**src/rtl/uart_pkg.sv**
```systemverilog
// -----------------------------------------------------------------------------
// uart_pkg
// Shared types and constants for the UART transmit engine and its FIFO.
//   tx_state_e : transmit FSM state encoding
//   FIFO_DEPTH : number of FIFO entries (16)
//   PTR_W      : FIFO pointer width; one extra bit so full and empty differ
//   DATA_W     : FIFO entry / shift register width
//   MIN_DATA / MAX_DATA : legal data-bits-per-frame range
// -----------------------------------------------------------------------------
package uart_pkg;

  typedef enum logic [2:0] {
    IDLE   = 3'd0,
    START  = 3'd1,
    DATA   = 3'd2,
    PARITY = 3'd3,
    STOP1  = 3'd4,
    STOP2  = 3'd5
  } tx_state_e;

  localparam int FIFO_DEPTH = 16;
  localparam int PTR_W      = 5;
  localparam int DATA_W     = 8;
  localparam int MIN_DATA   = 5;
  localparam int MAX_DATA   = 8;

  // True when the requested data length is one the engine supports.
  function automatic logic len_legal(input logic [3:0] n);
    return (n >= 4'(MIN_DATA)) && (n <= 4'(MAX_DATA));
  endfunction

  // Unsupported lengths fall back to a full byte.
  function automatic logic [3:0] eff_len(input logic [3:0] n);
    return len_legal(n) ? n : 4'(MAX_DATA);
  endfunction

endpackage

```
**src/rtl/tx_fifo.sv**
```systemverilog
// -----------------------------------------------------------------------------
// tx_fifo
// 16 x 8 transmit FIFO with wrapping 5-bit read/write pointers. Occupancy is
// the pointer difference, so 16 (full) and 0 (empty) are distinguishable.
// A push while full is accepted only if a pop happens in the same cycle;
// otherwise it is dropped and o_overflow flags it for that cycle.
// Ports:
//   i_clk, i_rst       clock, synchronous active-high reset
//   i_push, i_data     push strobe and byte
//   i_pop              pop strobe (ignored when empty)
//   o_data             current head byte (valid when !o_empty)
//   o_full, o_empty    status flags
//   o_count            occupancy 0..16
//   o_overflow         push dropped this cycle
// -----------------------------------------------------------------------------
module tx_fifo
  import uart_pkg::*;
(
  input  logic              i_clk,
  input  logic              i_rst,
  input  logic              i_push,
  input  logic [DATA_W-1:0] i_data,
  input  logic              i_pop,
  output logic [DATA_W-1:0] o_data,
  output logic              o_full,
  output logic              o_empty,
  output logic [PTR_W-1:0]  o_count,
  output logic              o_overflow
);

  logic [DATA_W-1:0] r_mem [FIFO_DEPTH];
  logic [PTR_W-1:0]  r_wr_ptr;
  logic [PTR_W-1:0]  r_rd_ptr;
  logic              w_do_push;
  logic              w_do_pop;

  assign o_count    = r_wr_ptr - r_rd_ptr;
  assign o_full     = (o_count == PTR_W'(FIFO_DEPTH));
  assign o_empty    = (o_count == '0);
  assign w_do_pop   = i_pop && !o_empty;
  // When full, the slot being written is the one being read out this cycle;
  // the read is combinational so the head byte is taken before it is replaced.
  assign w_do_push  = i_push && (!o_full || w_do_pop);
  assign o_overflow = i_push && o_full && !w_do_pop;
  assign o_data     = r_mem[r_rd_ptr[PTR_W-2:0]];

  always_ff @(posedge i_clk) begin
    if (i_rst) begin
      r_wr_ptr <= '0;
      r_rd_ptr <= '0;
    end else begin
      if (w_do_push) r_wr_ptr <= r_wr_ptr + 1'b1;
      if (w_do_pop)  r_rd_ptr <= r_rd_ptr + 1'b1;
    end
  end

  // Storage is deliberately not reset.
  always_ff @(posedge i_clk) begin
    if (w_do_push) r_mem[r_wr_ptr[PTR_W-2:0]] <= i_data;
  end

endmodule

```
**src/rtl/uart_tx_engine.sv**
```systemverilog
// -----------------------------------------------------------------------------
// uart_tx_engine
// UART transmitter: a 16-byte FIFO feeding a frame FSM
// (START, DATA x N, optional PARITY, STOP1, optional STOP2).
// Frame format is latched when a byte is popped, so format inputs may change
// freely while a frame is on the line.
// Ports:
//   clk_i, rst_i        clock, synchronous active-high reset
//   baud_tick           one-cycle pulse per bit period; all FSM moves use it
//   TXen                allow new frames to start (a running frame completes)
//   wr_en_i, wr_data_i  FIFO push
//   number_data_send    data bits per frame (5..8; others treated as 8 + error)
//   parity_bit_mode     append parity bit
//   parity_odd_i        1 = odd parity, 0 = even
//   stop_bit_twice      two stop bits
//   err_clr_i           clear sticky error (a same-cycle new error wins)
//   UART_TXD            registered serial line, idle high
//   tx_busy             FSM not in IDLE
//   TXdone              one-cycle pulse as the last stop bit ends
//   fifo_full, fifo_empty, fifo_count   FIFO status
//   error_tx_detect     sticky: FIFO overflow or illegal data length
// The FSM state is held in r_state (type tx_state_e) for probing.
// -----------------------------------------------------------------------------
module uart_tx_engine
  import uart_pkg::*;
(
  input  logic              clk_i,
  input  logic              rst_i,
  input  logic              baud_tick,
  input  logic              TXen,
  input  logic              wr_en_i,
  input  logic [DATA_W-1:0] wr_data_i,
  input  logic [3:0]        number_data_send,
  input  logic              parity_bit_mode,
  input  logic              parity_odd_i,
  input  logic              stop_bit_twice,
  input  logic              err_clr_i,
  output logic              UART_TXD,
  output logic              tx_busy,
  output logic              TXdone,
  output logic              fifo_full,
  output logic              fifo_empty,
  output logic [PTR_W-1:0]  fifo_count,
  output logic              error_tx_detect
);

  // FSM state
  tx_state_e r_state;
  tx_state_e w_state_next;

  // Frame datapath
  logic [DATA_W-1:0] r_shift;    // remaining data bits, next bit at [0]
  logic [2:0]        r_bit_cnt;  // index of data bit currently on the line
  logic [2:0]        r_last;     // index of final data bit for this frame
  logic              r_parity;   // XOR of data bits sent so far
  logic              r_par_en;
  logic              r_par_odd;
  logic              r_stop2;
  logic              r_txd;
  logic              r_done;
  logic              r_err;

  // Control strobes from the FSM
  logic              w_can_launch;
  logic              w_launch;     // pop FIFO head, latch frame format
  logic              w_data_step;  // put next data bit on the line
  logic              w_frame_end;  // leaving the final stop bit
  logic              w_txd_next;

  // FIFO interface and error sources
  logic [DATA_W-1:0] w_fifo_data;
  logic              w_overflow;
  logic [3:0]        w_len_eff;
  logic              w_new_err;

  tx_fifo u_fifo (
    .i_clk      (clk_i),
    .i_rst      (rst_i),
    .i_push     (wr_en_i),
    .i_data     (wr_data_i),
    .i_pop      (w_launch),
    .o_data     (w_fifo_data),
    .o_full     (fifo_full),
    .o_empty    (fifo_empty),
    .o_count    (fifo_count),
    .o_overflow (w_overflow)
  );

  assign w_can_launch = TXen && !fifo_empty;
  assign w_len_eff    = eff_len(number_data_send);
  assign w_new_err    = w_overflow || (w_launch && !len_legal(number_data_send));

  // ---------------------------------------------------------------------------
  // FSM state register
  // ---------------------------------------------------------------------------
  always_ff @(posedge clk_i) begin
    if (rst_i) r_state <= IDLE;
    else       r_state <= w_state_next;
  end

  // ---------------------------------------------------------------------------
  // Next state and line level. The line value computed here is registered,
  // so each bit appears the cycle after the tick that selects it and holds
  // for exactly one tick period.
  // ---------------------------------------------------------------------------
  always_comb begin
    w_state_next = r_state;
    w_launch     = 1'b0;
    w_data_step  = 1'b0;
    w_frame_end  = 1'b0;
    w_txd_next   = r_txd;

    if (baud_tick) begin
      case (r_state)
        IDLE: begin
          if (w_can_launch) begin
            w_state_next = START;
            w_launch     = 1'b1;
            w_txd_next   = 1'b0;
          end
        end
        START: begin
          w_state_next = DATA;
          w_data_step  = 1'b1;
          w_txd_next   = r_shift[0];
        end
        DATA: begin
          if (r_bit_cnt == r_last) begin
            if (r_par_en) begin
              w_state_next = PARITY;
              w_txd_next   = r_parity ^ r_par_odd;
            end else begin
              w_state_next = STOP1;
              w_txd_next   = 1'b1;
            end
          end else begin
            w_data_step = 1'b1;
            w_txd_next  = r_shift[0];
          end
        end
        PARITY: begin
          w_state_next = STOP1;
          w_txd_next   = 1'b1;
        end
        STOP1: begin
          if (r_stop2) begin
            w_state_next = STOP2;
            w_txd_next   = 1'b1;
          end else begin
            w_frame_end = 1'b1;
          end
        end
        STOP2: begin
          w_frame_end = 1'b1;
        end
        default: begin
          w_state_next = IDLE;
          w_txd_next   = 1'b1;
        end
      endcase

      // Final stop bit ends: start the next frame on this same tick if one
      // is waiting, so back-to-back frames have no idle bit between them.
      if (w_frame_end) begin
        if (w_can_launch) begin
          w_state_next = START;
          w_launch     = 1'b1;
          w_txd_next   = 1'b0;
        end else begin
          w_state_next = IDLE;
          w_txd_next   = 1'b1;
        end
      end
    end
  end

  // ---------------------------------------------------------------------------
  // Datapath: shift register, bit counter, parity accumulator, latched format
  // ---------------------------------------------------------------------------
  always_ff @(posedge clk_i) begin
    if (rst_i) begin
      r_shift   <= '0;
      r_bit_cnt <= '0;
      r_last    <= 3'd7;
      r_parity  <= 1'b0;
      r_par_en  <= 1'b0;
      r_par_odd <= 1'b0;
      r_stop2   <= 1'b0;
    end else if (w_launch) begin
      r_shift   <= w_fifo_data;
      r_bit_cnt <= '0;
      r_last    <= 3'(w_len_eff - 4'd1);
      r_parity  <= 1'b0;
      r_par_en  <= parity_bit_mode;
      r_par_odd <= parity_odd_i;
      r_stop2   <= stop_bit_twice;
    end else if (w_data_step) begin
      r_shift  <= {1'b0, r_shift[DATA_W-1:1]};
      r_parity <= r_parity ^ r_shift[0];
      // The START->DATA step emits bit 0; only later steps advance the index.
      if (r_state == DATA) r_bit_cnt <= r_bit_cnt + 3'd1;
    end
  end

  // ---------------------------------------------------------------------------
  // Line, done pulse and sticky error
  // ---------------------------------------------------------------------------
  always_ff @(posedge clk_i) begin
    if (rst_i) begin
      r_txd  <= 1'b1;
      r_done <= 1'b0;
      r_err  <= 1'b0;
    end else begin
      r_txd  <= w_txd_next;
      r_done <= w_frame_end;
      if (w_new_err)      r_err <= 1'b1;
      else if (err_clr_i) r_err <= 1'b0;
    end
  end

  assign UART_TXD        = r_txd;
  assign TXdone          = r_done;
  assign tx_busy         = (r_state != IDLE);
  assign error_tx_detect = r_err;

endmodule

```
**config.mk**
```make
export PLATFORM = sky130hd
export DESIGN_NAME = uart_tx_engine
export DESIGN_NICKNAME = d
export VERILOG_FILES = /design/src/rtl/uart_pkg.sv /design/src/rtl/tx_fifo.sv /design/src/rtl/uart_tx_engine.sv
export SDC_FILE = /design/constraint.sdc
export NUM_CORES = 1
export LEC_CHECK = 0
export CAP_MARGIN = 20
export CORE_MARGIN = 3
export CORE_UTILIZATION = 25
export CTS_CLUSTER_DIAMETER = 60
export DETAILED_ROUTE_END_ITERATION = 12
export MAX_ROUTING_LAYER = met4
export SYNTH_ARGS = -nofsm -noshare
export SYNTH_HDL_FRONTEND = slang
export SYNTH_SLANG_ARGS = --single-unit
```
**constraint.sdc**
```tcl
create_clock -name clk_i -period 3.64 [get_ports clk_i]
set_input_delay 0.546 -clock clk_i [delete_from_list [all_inputs] [get_ports clk_i]]
set_output_delay 0.546 -clock clk_i [all_outputs]
set_load 0.05 [all_outputs]
```
-- Yosys cells after proc, flatten, opt, wreduce, memory -nomap -nowiden
Memory sizes are Yosys's and may differ from the RTL's. A register that Yosys moved wholly into a read port is not among the register bits.
Cells that the tools add are included.
W data, S select, Z words.
- add/subtract/negate cells: 5
- mux-type cells: 34
- bitwise operators: 3
- magnitude comparators: 2
- eq/ne operators: 11
- reductions and logical operators: 23
- operators with widths (cell ; count):
    $mux W1 ; 20
    $mux W3 ; 6
    $pmux W3 S6 ; 1
    $mux W8 ; 2
    $add A5 B1 Y5 const B ; 2
    $mux W4 ; 2
    $logic_and A1 B1 Y1 ; 7
    $eq A3 B2 Y1 const B ; 2
    $eq A3 B3 Y1 const B ; 2
    $ne A3 B3 Y1 const B ; 2
    $eq A5 B5 Y1 const B ; 1
    $logic_not A5 Y1 ; 1
    $pmux W1 S5 ; 1
    $reduce_and A5 Y1 ; 1
    $sub A5 B5 Y5 ; 1
    $ge A4 B3 Y1 const B ; 1
    $le A4 B4 Y1 const B ; 1
    $logic_not A1 Y1 ; 4
    $pmux W1 S2 ; 2
    $reduce_and A4 Y1 ; 1
    $reduce_bool A2 Y1 ; 2
    $reduce_or A2 Y1 ; 2
    $add A3 B1 Y3 const B ; 1
    $eq A3 B1 Y1 const B ; 1
    other kinds (10) ; 12
- output and inout port bits: 11
- flip-flop bits (word level): 34
- bits of input ports: 21
- logic and storage cells: 92
- bits in writable memories: 128
- memories: 1
- memory list (memory ; depth ; bits a word ; read ports ; clocked after Yosys merged registers in ; write ports ; RTL line ; text):
    u_fifo.r_mem ; 16 ; 8 ; 1 ; 1 ; 1 ; tx_fifo.sv:31 ; logic [DATA_W-1:0] r_mem [FIFO_DEPTH];

-- Longest topological paths before layout
- depth after elaboration: 14
- gate-level depth with buffers: 11

-- Cells and area by module
A second synthesis with hierarchy kept.
- cell total of the unflattened synthesis: 488
- area, all modules: 7439.6 um^2
- modules (own cells, without submodules) (module ; instances ; cells each ; area an instance (um^2) ; seq. area each (um^2)):
    tx_fifo ; 1 ; 290 ; 5764.3 ; 4124.0
    uart_tx_engine ; 1 ; 198 ; 1675.4 ; 480.5

-- Worst setup path before layout
Ideal clock, no wire load.
- kind: register -> register
- start: register u_fifo.r_wr_ptr[0]
- end: memory u_fifo.r_mem[3][0], enable pin
- arrival: 3243 ps
- stages on the path, launching flop included: 9
- library setup time: 383 ps
- path slack: 14 ps
- cell sequence: dfxtp_1 > inv_1 > ha_1 > fa_1 > xnor2_1 > and4bb_1 > nor2_4 > o311ai_1 > nor3_1
- cells in the longest elaborated chain, start to end: 14
- elaborated cells between the ends (all ways): 16
- those cells by class: add/sub (1); eq/ne (1); mux (7); reduce/logical (7)
- RTL lines (what ; RTL line ; text):
    start: declaration ; tx_fifo.sv:32 ; logic [PTR_W-1:0] r_wr_ptr;
    start signal: assignment ; tx_fifo.sv:52 ; if (w_do_push) r_wr_ptr <= r_wr_ptr + 1'b1;
    $sub A5 B5 Y5 * ; tx_fifo.sv:37 ; assign o_count = r_wr_ptr - r_rd_ptr;
    named net fifo_count[2] ; uart_tx_engine.sv:43 ; output logic [PTR_W-1:0] fifo_count,
    $logic_not A5 Y1 ; tx_fifo.sv:39 ; assign o_empty = (o_count == '0);
    $logic_not A1 Y1 ; tx_fifo.sv:40, uart_tx_engine.sv:89 ;
    $logic_and A1 B1 Y1 ; uart_tx_engine.sv:89 ; assign w_can_launch = TXen && !fifo_empty;
    $mux W1 ; uart_tx_engine.sv:116 ; if (w_can_launch) begin
    $mux W1 ; uart_tx_engine.sv:114 ; case (r_state)
    $mux W1 ; uart_tx_engine.sv:165 ; if (w_can_launch) begin
    $mux W1 ; uart_tx_engine.sv:164 ; if (w_frame_end) begin
    $mux W1 ; uart_tx_engine.sv:113 ; if (baud_tick) begin
    $logic_and A1 B1 Y1 ; tx_fifo.sv:40 ; assign w_do_pop = i_pop && !o_empty;
    $logic_or A1 B1 Y1 * ; tx_fifo.sv:43 ; assign w_do_push = i_push && (!o_full || w_do_pop);
    $logic_and A1 B1 Y1 * ; tx_fifo.sv:43 ;
    $mux W1 * ; tx_fifo.sv:59 ; if (w_do_push) r_mem[r_wr_ptr[PTR_W-2:0]] <= i_data;
    $mux W1 (implied by the code) * ; tx_fifo.sv:59 ;
    end: declaration ; tx_fifo.sv:31 ;
The timed path passes the listed nets; every way through them passes the cells marked *.

-- Final worst setup path
- start: register u_fifo.r_wr_ptr[0]
- end: output fifo_empty
- cells in the longest elaborated chain, start to end: 2
- RTL lines (what ; RTL line ; text):
    $sub A5 B5 Y5 ; tx_fifo.sv:37 ;
    $logic_not A5 Y1 ; tx_fifo.sv:39 ;
    end: declaration ; uart_tx_engine.sv:42 ; output logic fifo_empty,
Every way passes these cells.

==> summary.md <==
| Metric | Value |
|---|---|
| Sequential Area | `4610 um^2` |
| Fillers | `2659` |
| Synthesized area per cell | `15.1 um^2` |
| Ys flop type | `edfxtp_1` |
| Cells after Synth | `469` |
| Netlist cell types | `54` |
| Synth-to-Final Area Change | `19.1%` |
| IO buf count | `31` |
| Data arrival time of the worst path | `2.85 ns` |
| Post-route clock period utilization | `93.3%` |
| Overall routing resource usage | `10.7%` |
| Crit path max fanout | `7` |
| GPL Wtd Cong | `0.842` |
| Leak Pwr | `2.81 nW` |
| Final #Nets | `537` |
| Final worst path period need | `3.40 ns` |
| 1st-iter DRT viols | `447` |
| Fraction of registers with async set/reset | `0%` |
| DRC Markers | `0` |
| Die width | `174 um` |
| First-pass GRT wire length | `24.3 mm` |
| Antenna Violating Nets Remaining | `0` |
| Final setup viols | `0` |
| CTS root buf | `clkbuf_16` |
| Synthesized area | `7080 um^2` |
| Crit path max-delay family | `adder cells` |
| Cts bufs inserted | `17` |
| CP bufs+invs | `3` |
| Final Hold Vio Count | `0` |
| Post-CTS Setup Repair Bufs | `0` |
| Fraction of layout cells with a size suffix above 1 | `16.8%` |
| Logic pwr share | `22.4%` |
| Total wire length | `15.3 mm` |
| Die Area | `30400 um^2` |
| Clock Sinks | `166` |
| CTS max path bufs | `2` |
| Vias | `4040` |
| Cell Chain, Critical Path | `inv_1, ha_1, fa_1, nand2b_1, a21oi_1, xor2_2, o21ai_1, inv_1, buf_4` |
| Top cell type by total area after synthesis | `edfxtp_1` |
| Placed insts | `857` |
| Seq pwr share | `43.2%` |
| Vias per cell | `4.54` |
| WP data required | `3.09 ns` |
| RSZ-0062 raised after global routing | `false` |
| Clock Latency Late Sink | `0.42 ns` |
| Max-cap violations | `0` |
| Pwr dens | `620 nW/um^2` |
| Outcome | `completed` |
| Sw Share | `28.7%` |
| Least-Margin Pin Slew | `1.03 ns` |
| Die Y | `174 um` |
| Synth top area share | `54.3%` |
| Number of synthesized flops with an enable pin | `128` |
| Row Count | `60` |
| Largest net degree at the start of global routing | `33` |
| Post-synthesis sequential area ratio | `65.0%` |
| Sum Neg Setup Slack | `0 ns` |
| CTS tree | `built` |
| HP Class | `flip-flop to flip-flop` |
| Yosys warns | `0` |
| NetSw | `1.50 mW` |
| Startpoint types | `flip-flop` |
| Post-DR wirelength/cell | `17.2 um` |
| Core ar. | `27400 um^2` |
| CTS clk-pin slew, worst paths | `0.06 ns` |
| Cts hold-fix bufs | `0` |
| FF+latch count, synth | `166` |
| Power share of the clock group | `34.5%` |
| Hold_ws | `0.474 ns` |
| Antenna diodes | `0` |
| Starting density of the core | `25.8%` |
| Final Max Tran Viols | `0` |
| Largest stage delay, worst path | `0.40 ns` |
| Slew HR | `31.0%` |
| Fmax | `0.295 GHz` |
| H-tree levels | `4` |
| Most frequent cell after synthesis | `edfxtp_1` |
| Area of the multi-input gates | `2310 um^2` |
| Initial antenna violation count | `0` |
| Crit-path most repeated cell | `inv_1` |
| Dpl hpwl | `10.5 mm` |
| Vias in the first global route | `4218` |
| Global route overflow | `0` |
| Synthesized net count | `502` |
| Io pins | `32` |
| Drt first pass iters | `5` |
| Internal power | `3.73 mW` |
| Area contributors post-synth | `edfxtp_1, dfxtp_1, mux4_2` |
| List of most frequent post-synthesis cells | `edfxtp_1, dfxtp_1, mux4_2` |
| Peak VDD IR | `0.000333 V` |
| Critical Path Sink Type | `output port` |
| Non-Filler Instances | `889` |
| Setup Skew | `0.0122 ns` |
| Crit path kind | `flip-flop to output port` |
| Crit path max-delay cell type | `dfxtp_1` |
-- through the flow --
step	cell area (um^2)	setup slack (ns)	power (mW)	util (%)
2_1_floorplan	7080	0.0135	3.14	-
3_3_place_gp	7820	0.424	3.45	28.5
3_5_place_dp	7820	0.322	3.48	28.5
4_1_cts	8430	0.0207	5.27	30.8
5_1_grt	8440	0.0358	5.48	30.8
6_report	8440	0.245	5.23	30.8
-- power by group through the flow --
stage / Sequential (mW) / Combinational (mW) / Clock (mW)
final: 2.26 / 1.17 / 1.80
after global routing: 2.28 / 1.28 / 1.92
after CTS: 2.26 / 1.18 / 1.83
after detailed placement: 2.30 / 1.18 / 0
after global placement: 2.30 / 1.15 / 0
after floorplan: 2.25 / 0.889 / 0
-- cells in the final DEF, fill, tap and decap left out, types with 5 or more instances in the layout --
| cell | count |
|---|---|
| mux2i_1 | 12 |
| clkdlybuf4s50_1 | 28 |
| o211ai_1 | 9 |
| nand2_1 | 17 |
| dfxtp_1 | 37 |
| xor2_1 | 6 |
| nor2b_1 | 16 |
| a21oi_1 | 23 |
| a211o_1 | 11 |
| clkbuf_16 | 21 |
| edfxtp_1 | 128 |
| nand3_1 | 6 |
| o21ai_0 | 7 |
| nand2b_1 | 10 |
| inv_1 | 15 |
| xnor2_1 | 8 |
| ha_1 | 11 |
| nor2_1 | 30 |
| buf_4 | 11 |
| nor3_1 | 5 |
| and3_1 | 15 |
| mux4_2 | 32 |
| a211oi_1 | 9 |
-- tightest hold or removal path: stages (launching register included) --
cell and delay (ns):
dfxtp_1 0.31, nand3_1 0.06, a21oi_1 0.06
-- final timing paths --
check / startpoint / end / cells after the start / slack, ns
hold reg to reg: r_shift[7] / r_shift[7] / 2 / 0.47
setup reg to reg: u_fifo.r_wr_ptr[0] / u_fifo.r_mem[14][5] / 8 / 0.27
hold / removal: r_shift[7] / r_shift[7] / 2 / 0.47
setup / recovery: u_fifo.r_wr_ptr[0] / fifo_empty / 9 / 0.24
-- cell families after synthesis --
group | after synthesis | share of synthesized area (%)
xor gates and xnor gates | 15 | 1.96
and+or+nand+nor | 110 | 8.18
adders and majority gates | 12 | 2.23
muxes | 48 | 12.6
DFF | 166 | 65.0
AOI/OAI and AO/OA | 78 | 7.63
buffers and inverters | 40 | 2.42
-- per-layer routing --
metal	wire length, um	track usage [%]
met4	147	3.02
met2	7810	17.4
met5	0	-
met1	6500	12.9
met3	872	3.21
-- flip-flops by register name (all words and copies together) (netlist names), 3 cells and up, named ones only --
signal           flops
u_fifo.r_mem       128
r_bit_cnt            3
r_last               3
r_shift              8
u_fifo.r_rd_ptr      5
r_state              3
u_fifo.r_wr_ptr      5
-- final cells by class --
| type | count | area share, % |
|---|---|---|
| sequential | 166 | 54.6 |
| clock inverter | 8 | 0.608 |
| timing repair buffer | 41 | 4.55 |
| inverter | 15 | 0.667 |
| tap | 372 | 5.52 |
| clock buffer | 24 | 6.72 |
| multi-input combinational | 263 | 27.3 |
-- timing repair --
item | CTS | global route
pin swaps | 0 | 0
endpoints found under the hold margin | 0 | 0
endpoints found under the setup margin | 1 | 1
gates resized for setup | 1 | 1
gates cloned | 0 | 0
No activity file was read; power rests on OpenSTA's default activity.
